[src/rtl/ibex_pkg.sv]
// Types shared between the ID/EX stage and the in-order writeback queue.
// Entries keep a 64-bit FP payload so a single struct serves both FP widths.
package ibex_pkg;

  typedef enum logic [1:0] {
    WB_INSTR_LOAD  = 2'b00,
    WB_INSTR_STORE = 2'b01,
    WB_INSTR_OTHER = 2'b10
  } wb_instr_type_e;

  localparam int unsigned WbFpDataW = 64;

  typedef struct packed {
    wb_instr_type_e       instr_type;
    logic [31:0]          pc;
    logic                 perf_count;
    logic                 compressed;
    logic                 rf_we;
    logic [4:0]           rf_waddr;
    logic [31:0]          rf_wdata;
    logic                 fp_we;
    logic [4:0]           fp_waddr;
    logic [WbFpDataW-1:0] fp_wdata;
    logic                 fp_load;
  } wb_entry_t;

  function automatic logic [31:0] wb_reg_onehot(input logic [4:0] addr);
    logic [31:0] mask;
    mask       = '0;
    mask[addr] = 1'b1;
    return mask;
  endfunction

  function automatic int unsigned wb_ptr_width(input int unsigned depth);
    return (depth > 1) ? $clog2(depth) : 1;
  endfunction

endpackage

[src/rtl/ibex_wb_queue_ptr.sv]
// Wrap-around queue pointer: counts 0..Depth-1 and returns to 0, including
// for depths that are not a power of two.
module ibex_wb_queue_ptr #(
  parameter int unsigned Depth = 2,
  parameter int unsigned PtrW  = 1
) (
  input  logic            clk_i,
  input  logic            rst_ni,
  input  logic            inc_i,
  input  logic            clear_i,
  output logic [PtrW-1:0] ptr_o
);

  logic [PtrW-1:0] ptr_q, ptr_d;

  always_comb begin
    ptr_d = ptr_q;
    if (clear_i) begin
      ptr_d = '0;
    end else if (inc_i) begin
      ptr_d = (ptr_q == PtrW'(Depth - 1)) ? '0 : ptr_q + PtrW'(1);
    end
  end

  always_ff @(posedge clk_i) begin
    if (!rst_ni) begin
      ptr_q <= '0;
    end else begin
      ptr_q <= ptr_d;
    end
  end

  assign ptr_o = ptr_q;

endmodule

[src/rtl/ibex_wb_queue.sv]
// In-order writeback queue: buffers issued instructions, retires them from
// the head in program order and drives the integer/FP register-file writes.
module ibex_wb_queue
  import ibex_pkg::*;
#(
  parameter int unsigned Depth     = 2,
  parameter bit          FpEn      = 1'b1,
  parameter int unsigned FPU_WIDTH = 32
) (
  input  logic                         clk_i,
  input  logic                         rst_ni,

  input  logic                         en_wb_i,
  input  wb_instr_type_e               instr_type_wb_i,
  input  logic [31:0]                  pc_id_i,
  input  logic                         instr_perf_count_id_i,
  input  logic                         instr_is_compressed_id_i,
  input  logic                         rf_we_id_i,
  input  logic [4:0]                   rf_waddr_id_i,
  input  logic [31:0]                  rf_wdata_id_i,
  input  logic                         fp_rf_we_id_i,
  input  logic [4:0]                   fp_rf_waddr_id_i,
  input  logic [FPU_WIDTH-1:0]         fp_rf_wdata_id_i,
  input  logic                         fp_load_id_i,

  input  logic                         lsu_resp_valid_i,
  input  logic                         lsu_resp_err_i,
  input  logic                         rf_we_lsu_i,
  input  logic [31:0]                  rf_wdata_lsu_i,

  output logic                         ready_wb_o,
  output logic                         rf_we_wb_o,
  output logic [4:0]                   rf_waddr_wb_o,
  output logic [31:0]                  rf_wdata_wb_o,
  output logic                         fp_rf_we_wb_o,
  output logic [4:0]                   fp_rf_waddr_wb_o,
  output logic [FPU_WIDTH-1:0]         fp_rf_wdata_wb_o,
  output logic [31:0]                  rf_pending_o,
  output logic [31:0]                  fp_rf_pending_o,
  output logic                         outstanding_load_wb_o,
  output logic                         outstanding_store_wb_o,
  output logic                         instr_done_wb_o,
  output logic [31:0]                  pc_wb_o,
  output logic                         perf_instr_ret_wb_o,
  output logic                         perf_instr_ret_compressed_wb_o,
  output logic [$clog2(Depth+1)-1:0]   occupancy_o
);

  localparam int unsigned PtrW = wb_ptr_width(Depth);
  localparam int unsigned OccW = $clog2(Depth + 1);

  wb_entry_t        entry_q [Depth];
  wb_entry_t        entry_d [Depth];
  logic [Depth-1:0] valid_q, valid_d;
  logic [OccW-1:0]  cnt_q, cnt_d;
  logic [PtrW-1:0]  rd_ptr, wr_ptr;

  wb_entry_t        head, new_entry;
  logic             head_valid, head_is_load, head_is_lsu;
  logic             lsu_err, head_done, full, push;
  logic             rf_we_from_id, rf_we_from_lsu;

  logic                 fp_we_in, fp_load_in;
  logic [4:0]           fp_waddr_in;
  logic [WbFpDataW-1:0] fp_wdata_in;
  logic [FPU_WIDTH-1:0] fp_load_data;

  ibex_wb_queue_ptr #(.Depth(Depth), .PtrW(PtrW)) u_rd_ptr (
    .clk_i   (clk_i),
    .rst_ni  (rst_ni),
    .inc_i   (head_done),
    .clear_i (1'b0),
    .ptr_o   (rd_ptr)
  );

  ibex_wb_queue_ptr #(.Depth(Depth), .PtrW(PtrW)) u_wr_ptr (
    .clk_i   (clk_i),
    .rst_ni  (rst_ni),
    .inc_i   (push),
    .clear_i (1'b0),
    .ptr_o   (wr_ptr)
  );

  // FP fields are constant zero without an FP RF, so their flops drop out.
  if (FpEn) begin : g_fp_in
    assign fp_we_in    = fp_rf_we_id_i;
    assign fp_load_in  = fp_load_id_i;
    assign fp_waddr_in = fp_rf_waddr_id_i;
    assign fp_wdata_in = WbFpDataW'(fp_rf_wdata_id_i);
  end else begin : g_no_fp_in
    assign fp_we_in    = 1'b0;
    assign fp_load_in  = 1'b0;
    assign fp_waddr_in = '0;
    assign fp_wdata_in = '0;
  end

  // Single-precision load data is NaN-boxed on a 64-bit FP RF.
  if (FPU_WIDTH == 64) begin : g_nan_box
    assign fp_load_data = {32'hFFFF_FFFF, rf_wdata_lsu_i};
  end else begin : g_no_nan_box
    assign fp_load_data = rf_wdata_lsu_i;
  end

  always_comb begin
    head         = entry_q[rd_ptr];
    head_valid   = valid_q[rd_ptr];
    head_is_load = (head.instr_type == WB_INSTR_LOAD);
    head_is_lsu  = (head.instr_type != WB_INSTR_OTHER);
    lsu_err      = lsu_resp_valid_i & lsu_resp_err_i;
    head_done    = head_valid & (~head_is_lsu | lsu_resp_valid_i);
    full         = (cnt_q == OccW'(Depth));
    push         = en_wb_i & (~full | head_done);
  end

  always_comb begin
    new_entry            = '0;
    new_entry.instr_type = instr_type_wb_i;
    new_entry.pc         = pc_id_i;
    new_entry.perf_count = instr_perf_count_id_i;
    new_entry.compressed = instr_is_compressed_id_i;
    new_entry.rf_we      = rf_we_id_i;
    new_entry.rf_waddr   = rf_waddr_id_i;
    new_entry.rf_wdata   = rf_wdata_id_i;
    new_entry.fp_we      = fp_we_in;
    new_entry.fp_waddr   = fp_waddr_in;
    new_entry.fp_wdata   = fp_wdata_in;
    new_entry.fp_load    = fp_load_in;
  end

  // Pop before push so a full queue can retire and accept in the same cycle.
  always_comb begin
    valid_d = valid_q;
    entry_d = entry_q;
    if (head_done) begin
      valid_d[rd_ptr] = 1'b0;
    end
    if (push) begin
      valid_d[wr_ptr] = 1'b1;
      entry_d[wr_ptr] = new_entry;
    end
    cnt_d = cnt_q + OccW'(push) - OccW'(head_done);
  end

  always_ff @(posedge clk_i) begin
    if (!rst_ni) begin
      valid_q <= '0;
      cnt_q   <= '0;
      for (int i = 0; i < Depth; i++) begin
        entry_q[i] <= '0;
      end
    end else begin
      valid_q <= valid_d;
      cnt_q   <= cnt_d;
      entry_q <= entry_d;
    end
  end

  always_comb begin
    rf_we_from_id  = head_done & head.rf_we & ~lsu_err;
    rf_we_from_lsu = head_done & head_is_load & rf_we_lsu_i & ~head.fp_load & ~lsu_err;

    ready_wb_o    = ~full | head_done;
    rf_we_wb_o    = (rf_we_from_id | rf_we_from_lsu) & (head.rf_waddr != 5'd0);
    rf_waddr_wb_o = head_done ? head.rf_waddr : '0;
    rf_wdata_wb_o = '0;
    if (head_done) begin
      rf_wdata_wb_o = head_is_load ? rf_wdata_lsu_i : head.rf_wdata;
    end

    fp_rf_we_wb_o    = 1'b0;
    fp_rf_waddr_wb_o = '0;
    fp_rf_wdata_wb_o = '0;
    if (FpEn && head_done) begin
      fp_rf_we_wb_o    = ~lsu_err & (head.fp_we | (head_is_load & rf_we_lsu_i & head.fp_load));
      fp_rf_waddr_wb_o = head.fp_waddr;
      fp_rf_wdata_wb_o = (head_is_load && head.fp_load) ? fp_load_data
                                                        : head.fp_wdata[FPU_WIDTH-1:0];
    end

    instr_done_wb_o                = head_done;
    pc_wb_o                        = head_valid ? head.pc : '0;
    perf_instr_ret_wb_o            = head_done & head.perf_count & ~lsu_err;
    perf_instr_ret_compressed_wb_o = head_done & head.perf_count & head.compressed & ~lsu_err;
    occupancy_o                    = cnt_q;
  end

  // The retiring head no longer blocks ID, its write lands this cycle.
  always_comb begin
    rf_pending_o           = '0;
    fp_rf_pending_o        = '0;
    outstanding_load_wb_o  = 1'b0;
    outstanding_store_wb_o = 1'b0;
    for (int i = 0; i < Depth; i++) begin
      if (valid_q[i]) begin
        outstanding_load_wb_o  |= (entry_q[i].instr_type == WB_INSTR_LOAD);
        outstanding_store_wb_o |= (entry_q[i].instr_type == WB_INSTR_STORE);
        if (!(head_done && (rd_ptr == PtrW'(i)))) begin
          if (entry_q[i].rf_we ||
              ((entry_q[i].instr_type == WB_INSTR_LOAD) && !entry_q[i].fp_load)) begin
            rf_pending_o |= wb_reg_onehot(entry_q[i].rf_waddr);
          end
          if (entry_q[i].fp_we ||
              ((entry_q[i].instr_type == WB_INSTR_LOAD) && entry_q[i].fp_load)) begin
            fp_rf_pending_o |= wb_reg_onehot(entry_q[i].fp_waddr);
          end
        end
      end
    end
    rf_pending_o[0] = 1'b0;
    if (!FpEn) begin
      fp_rf_pending_o = '0;
    end
  end

  a_rf_we_source_onehot : assert property (@(posedge clk_i) disable iff (!rst_ni)
    $onehot0({rf_we_from_id, rf_we_from_lsu}));

  a_no_push_when_full : assert property (@(posedge clk_i) disable iff (!rst_ni)
    (en_wb_i && full) |-> head_done);

  a_lsu_resp_to_lsu_head : assert property (@(posedge clk_i) disable iff (!rst_ni)
    lsu_resp_valid_i |-> (head_valid && head_is_lsu));

endmodule

[config.mk]
export PLATFORM = sky130hd
export DESIGN_NAME = ibex_wb_queue
export DESIGN_NICKNAME = d
export VERILOG_FILES = /design/src/rtl/ibex_pkg.sv /design/src/rtl/ibex_wb_queue_ptr.sv /design/src/rtl/ibex_wb_queue.sv
export SDC_FILE = /design/constraint.sdc
export NUM_CORES = 1
export LEC_CHECK = 0
export BUFFER_PORTS_ARGS = -buffer_cell sky130_fd_sc_hd__buf_2
export CORE_MARGIN = 1
export CORE_UTILIZATION = 56
export DETAILED_ROUTE_END_ITERATION = 8
export HOLD_SLACK_MARGIN = 0.08
export PLACE_DENSITY = 0.86
export SLEW_MARGIN = 10
export SYNTH_ARGS = -nofsm -noshare
export SYNTH_HDL_FRONTEND = slang
export SYNTH_HIERARCHICAL = 1
export SYNTH_SLANG_ARGS = --single-unit
export TNS_END_PERCENT = 1
[constraint.sdc]
create_clock -name clk_i -period 5.7 [get_ports clk_i]
set_clock_uncertainty 0.2 [all_clocks]
set_input_delay 0.855 -clock clk_i [delete_from_list [all_inputs] [get_ports clk_i]]
set_output_delay 0.855 -clock clk_i [all_outputs]
set_load 0.03 [all_outputs]
## Word-level counts from Yosys, hierarchy flattened

Index checks and enable logic that the tools add are counted.

| storage, ports and cells | value |
|---|---|
| input bits | 151 |
| word-level logic and storage cells | 156 |
| register bits | 296 |

| operators by class | value |
|---|---|
| eq/ne operators | 4 |
| magnitude comparators | 15 |
| $add $sub $neg | 4 |
| multiplexer cells | 48 |
| reductions and logical operators | 24 |
| bitwise gates (word level) | 35 |

Operators with widths:

| kind | number |
|---|---|
| 145-bit 2-to-1 mux | 4 |
| 32-bit 2-to-1 mux | 17 |
| 290-bit bitwise mux | 1 |
| 145-bit demux with 1-bit select | 1 |
| 32-bit OR | 2 |
| 5-bit by 6-bit < comparator with 1-bit output, second input constant | 4 |
| 1-bit demux with 5-bit select | 4 |
| 5-bit by 1-bit >= comparator with 1-bit output, second input constant | 4 |
| 1-bit AND | 17 |
| 1-bit 2-to-1 mux | 15 |
| 1-bit logical AND | 14 |
| 5-bit 2-to-1 mux | 2 |
| 2-bit logical NOT | 3 |
| 1-bit OR | 6 |
| 1-bit NOT | 5 |
| 5-bit nonzero test | 1 |
| 2-bit by 1-bit == test with 1-bit output, second input constant | 2 |
| 2-bit >= comparator, second input constant | 2 |
| 1-bit logical OR | 4 |
| 1-bit by 2-bit < comparator with 1-bit output, second input constant | 2 |
| 2-bit 2-to-1 mux | 2 |
| 1-bit NOT with 2-bit output | 2 |
| 1-bit adder, second input constant | 2 |
| 2-bit by 1-bit adder with 2-bit output | 1 |
| other kinds (10) | 13 |

## Logic depth before layout (Yosys ltp)

| logic depth | value |
|---|---|
| word-level depth | 15 |
| gate-level depth with buffers | 13 |
| gate-level depth less buffers | 11 |

## Hierarchy

Netlist, hierarchy kept.

Modules (own cells, without submodules):

| module | cells each | area an instance (um^2) | times used |
|---|---|---|---|
| ibex_wb_queue | 1065 | 10661.5 | 1 |
| ibex_wb_queue_ptr | 3 | 41.3 | 2 |

## Worst setup path before layout

No wires, ideal clock.

| path | value |
|---|---|
| kind | input port to output port |
| start | in lsu_resp_valid_i |
| end | out rf_we_wb_o |
| stages | 6 |
| path slack | 1871 ps |
| required time | 4645 ps |
| arrival time | 2774 ps |
| cell sequence | nor3b_1 -> or3_1 -> clkbuf_1 -> inv_1 -> a222oi_1 -> nor4_1 |

| between the ends | value |
|---|---|
| longest elaborated chain between the ends | 8 |

RTL lines:

| what | RTL line | RTL |
|---|---|---|
| start: declaration | ibex_wb_queue.sv:26 | `input logic lsu_resp_valid_i,` |
| 1-bit OR (*) | ibex_wb_queue.sv:110 | `head_done = head_valid & (~head_is_lsu \| lsu_resp_valid_i);` |
| 1-bit AND (*) | ibex_wb_queue.sv:110 |  |
| net instr_done_wb_o | ibex_wb_queue.sv:42 | `output logic instr_done_wb_o,` |
| 1-bit AND (4 in series) | ibex_wb_queue.sv:160 | `rf_we_from_lsu = head_done & head_is_load & rf_we_lsu_i & ~head.fp_load & ~lsu_err;` |
| 1-bit OR (*) | ibex_wb_queue.sv:163 | `rf_we_wb_o = (rf_we_from_id \| rf_we_from_lsu) & (head.rf_waddr != 5'd0);` |
| 1-bit AND (*) | ibex_wb_queue.sv:163 |  |
| end: declaration | ibex_wb_queue.sv:32 | `output logic rf_we_wb_o,` |

The timed path passes the listed nets; every way through them passes the cells marked *.

## Worst setup path after layout

| path | value |
|---|---|
| start | reg u_rd_ptr.ptr_q, in the netlist u_rd_ptr/ptr_o |
| end | out fp_rf_wdata_wb_o[23] |

| between the ends | value |
|---|---|
| longest elaborated chain between the ends | 9 |

RTL lines:

| what | RTL line | RTL |
|---|---|---|
| start: declaration | ibex_wb_queue_ptr.sv:14 | `logic [PtrW-1:0] ptr_q, ptr_d;` |
| start signal: assignment | ibex_wb_queue_ptr.sv:29 | `ptr_q <= ptr_d;` |
| 1-bit NOT with 2-bit output (implied by the code) | ibex_wb_queue.sv:105 | `head = entry_q[rd_ptr];` |
| 145-bit 2-to-1 mux (implied by the code) (3 in series) | ibex_wb_queue.sv:105 |  |
| 2-bit inequality test | ibex_wb_queue.sv:108 | `head_is_lsu = (head.instr_type != WB_INSTR_OTHER);` |
| 1-bit NOT | ibex_wb_queue.sv:110 |  |
| 1-bit OR | ibex_wb_queue.sv:110 |  |
| 1-bit AND | ibex_wb_queue.sv:110 |  |
| 32-bit 2-to-1 mux (*) | ibex_wb_queue.sv:173 | `if (FpEn && head_done) begin` |
| end: declaration | ibex_wb_queue.sv:37 | `output logic [FPU_WIDTH-1:0] fp_rf_wdata_wb_o,` |

Mark *: on every way between the ends. The rest lies on a longest branch, timed or not. The select of a mux whose other input is x is not followed.

==> impl_metrics.sql <==
INSERT INTO impl_metrics (metric_group, metric, value, unit) VALUES
('run_status', 'outcome', 'finished clean', ''),
('layout', 'final_layout_size_suffix_gt1_share', '30.3', '%'),
('critical_path', 'worstSetupEndpoint', 'fp_rf_wdata_wb_o[23]', ''),
('place', 'placement.io_buffers', '329', ''),
('yosys', 'syn_inst', '1071', ''),
('drt', 'number_of_nets_still_failing_antenna_checks_after_routing', '0', ''),
('layout', 'area.sequential', '4650', 'µm²'),
('grt', 'grt_pass1_vias', '9633', ''),
('power_and_ir_drop', 'power_switching_share', '30.4', '%'),
('floorplan', 'fp.dieH', '141', 'µm'),
('clocking', 'cts_setup_buffers', '0', ''),
('power_and_ir_drop', 'comb_power_share', '20.1', '%'),
('clocking', 'tritoncts', 'built', ''),
('timing', 'timing.setup.tns', '0', 'ps'),
('yosys', 'cell_area_after_synthesis', '10700', 'µm²'),
('timing', 'setup_violations', '0', ''),
('job', 'count_of_maximum_capacitance_violations', '0', ''),
('critical_path', 'timing.critical_path.slowest_cell_delay', '1030', 'ps'),
('clocking', 'cts_hold_repair.buffers', '0', ''),
('power_and_ir_drop', 'seqPwrFrac', '42.0', '%'),
('critical_path', 'critical_path.startpoint', 'u_rd_ptr/ptr_o', ''),
('layout', 'areaGrowthSynthToFinish', '22.5', '%'),
('drt', 'remaining_drc_errors', '0', ''),
('power_and_ir_drop', 'clkPwrFrac', '37.9', '%'),
('drt', 'dr.first_iter.drc_count', '1021', ''),
('power_and_ir_drop', 'p_per_area', '337', 'nW/µm²'),
('floorplan', 'core_region_area', '18800', 'µm²'),
('timing', 'period_minus_slack', '4640', 'ps'),
('drt', 'dr_pass1_iterations', '7', ''),
('yosys', 'asyncSetResetFlopFracSynth', '0', '%'),
('timing', 'timing.final.max_slew_violations', '0', ''),
('floorplan', 'boundaryPins', '331', ''),
('layout', 'finalNetCount', '1464', ''),
('critical_path', 'arrival_time_reported_for_the_critical_path_endpoint', '3580', 'ps'),
('clocking', 'worst_setup_hold_path_clk_slew', '50', 'ps'),
('layout', 'fillCellCount', '1404', ''),
('layout', 'multi_input_comb_area', '5530', 'µm²'),
('timing', 'final_min_period_over_clock_period', '81.4', '%'),
('yosys', 'ys_types', '48', ''),
('grt', 'grtUsageTotal', '33.1', '%'),
('critical_path', 'path_max_fanout', '66', ''),
('clocking', 'clk_path_buf_depth', '3', ''),
('floorplan', 'fp.dieArea', '19700', 'µm²'),
('yosys', 'postSynthRegisterBits', '232', ''),
('power_and_ir_drop', 'power.leakage', '5.14', 'nW'),
('place', 'gp_congestion', '0.892', ''),
('critical_path', 'reg2regPathDepth', '7', ''),
('critical_path', 'timing.setup.critical_path_class', 'reg2out', ''),
('floorplan', 'die-width', '141', 'µm'),
('yosys', 'yosys_most_used_dff', 'dfxtp_1', ''),
('worst_hold_path', 'worst_hold_path_type', 'reg2reg', ''),
('grt', 'antenna_violations_before_repair', '15', ''),
('yosys', 'ys_warn_count', '6', ''),
('power_and_ir_drop', 'worst_ir_drop_vdd', '0.000261', 'V'),
('grt', 'grt-ovfl-total', '0', ''),
('drt', 'num_vias', '10600', ''),
('power_and_ir_drop', 'p_int', '3.08', 'mW'),
('timing', 'worst_slew_margin_rel', '21.1', '%'),
('clocking', 'cts_num_sinks', '232', ''),
('grt', 'grt_max_degree', '159', ''),
('critical_path', 'reg2reg_setup_slack', '1910', 'ps'),
('clocking', 'post_cts.resized_instances', '0', ''),
('clocking', 'htree_num_levels', '1', ''),
('clocking', 'clock_insertion_delay_worst_skew', '530', 'ps'),
('critical_path', 'crit_path_start_kind', 'flip-flop', ''),
('grt', 'first_pass_grt_wire_length', '52700', 'µm'),
('power_and_ir_drop', 'total_power', '4.43', 'mW'),
('layout', 'most-common-layout-cells', 'buf_2, dfxtp_1, a32o_1', ''),
('yosys', 'synth_enable_flop_cells', '0', ''),
('critical_path', 'worstPathCellList', 'mux2i_1 -> or2_2 -> nor2_1 -> a211oi_1 -> buf_2', ''),
('yosys', 'register_area_share_after_synthesis', '43.2', '%');
metal layers:
metal	GRT usage [%]	up-vias	share of wire, %
met1	41.5	5143	39
met3	8.00	97	9.4
met5	0	-	0.14
met4	14.1	8	3.9
li1	-	4784	-
met2	54.4	588	47
cell families after synthesis:
group	after synthesis	synth area share, %
compound gates	378	31.2
buf+inv	140	5.79
fa+ha+maj	2	0.233
other cells	1	0.0349
mux	103	9.60
flops	232	43.2
simple gates	211	9.61
xor+xnor	4	0.326
synthesized netlist by cell type (7+ instances only):
cell type	n	area share, %
dfxtp_1	232	43
mux2i_1	103	9.6
nor2_1	121	4.2
a32o_1	226	21
buf_1	21	0.73
buf_2	29	1.4
nand2_1	15	0.52
clkbuf_1	73	2.6
o22ai_1	61	3.6
buf_6	7	0.73
inv_1	7	0.24
nand3_1	13	0.61
nand3b_1	14	0.98
a211oi_1	64	4.5
power by group through the flow:
stage / Sequential [mW] / Combinational, mW / Clock [mW]
final: 1.86 / 0.892 / 1.68
after global routing: 1.88 / 0.952 / 1.78
after CTS: 1.86 / 0.883 / 1.70
after detailed placement: 1.89 / 0.877 / 0
after global placement: 1.88 / 0.863 / 0
after floorplan: 1.86 / 0.650 / 0
area by class of cell:
class | instances | area share (%)
multi-input cells | 701 | 42.0
repair buffers | 343 | 13.5
inverters | 8 | 0.228
flip-flops and latches | 232 | 35.3
clock buffers | 35 | 5.50
clock inverters | 11 | 1.06
well taps | 234 | 2.22
diodes | 11 | 0.209
critical path: cells and delay by family (launching register included):
family                 cells  cell delay [ps]
AOI/OAI and AO/OA          1              360
buffers and inverters      1              270
DFF                        1             1030
muxes                      1              350
and+or+nand+nor            2             1010
metrics by stage:
stage / hold WS [ps] / setup slack, ps / instance area [µm²] / utilization, %
final: 263 / 1060 / 13200 / 70.1
after floorplan: 241 / 1870 / 10800 / -
after global placement: 245 / 1650 / 12300 / 65.4
after CTS: 267 / 1080 / 13100 / 70.0
after detailed placement: 253 / 1640 / 12300 / 65.4
after global routing: 272 / 813 / 13200 / 70.1
worst min-delay path by stage:
stage                 startpoint            to  slack (ps)  cells after the start
global route         entry_q[30]   entry_q[30]         270                      1
global placement    entry_q[118]  entry_q[118]         250                      1
floorplan           entry_q[146]  entry_q[146]         240                      1
CTS                  entry_q[27]   entry_q[27]         270                      1
detailed placement   entry_q[27]   entry_q[27]         250                      1
finish              entry_q[146]  entry_q[146]         260                      1
sequential cells by signal (all words and copies together), names as in the netlist:
name            cells
entry_q           226
occupancy_o         2
u_rd_ptr/ptr_o      1
u_wr_ptr/ptr_o      1
valid_q             2
Power figures use the tool's default switching activity.
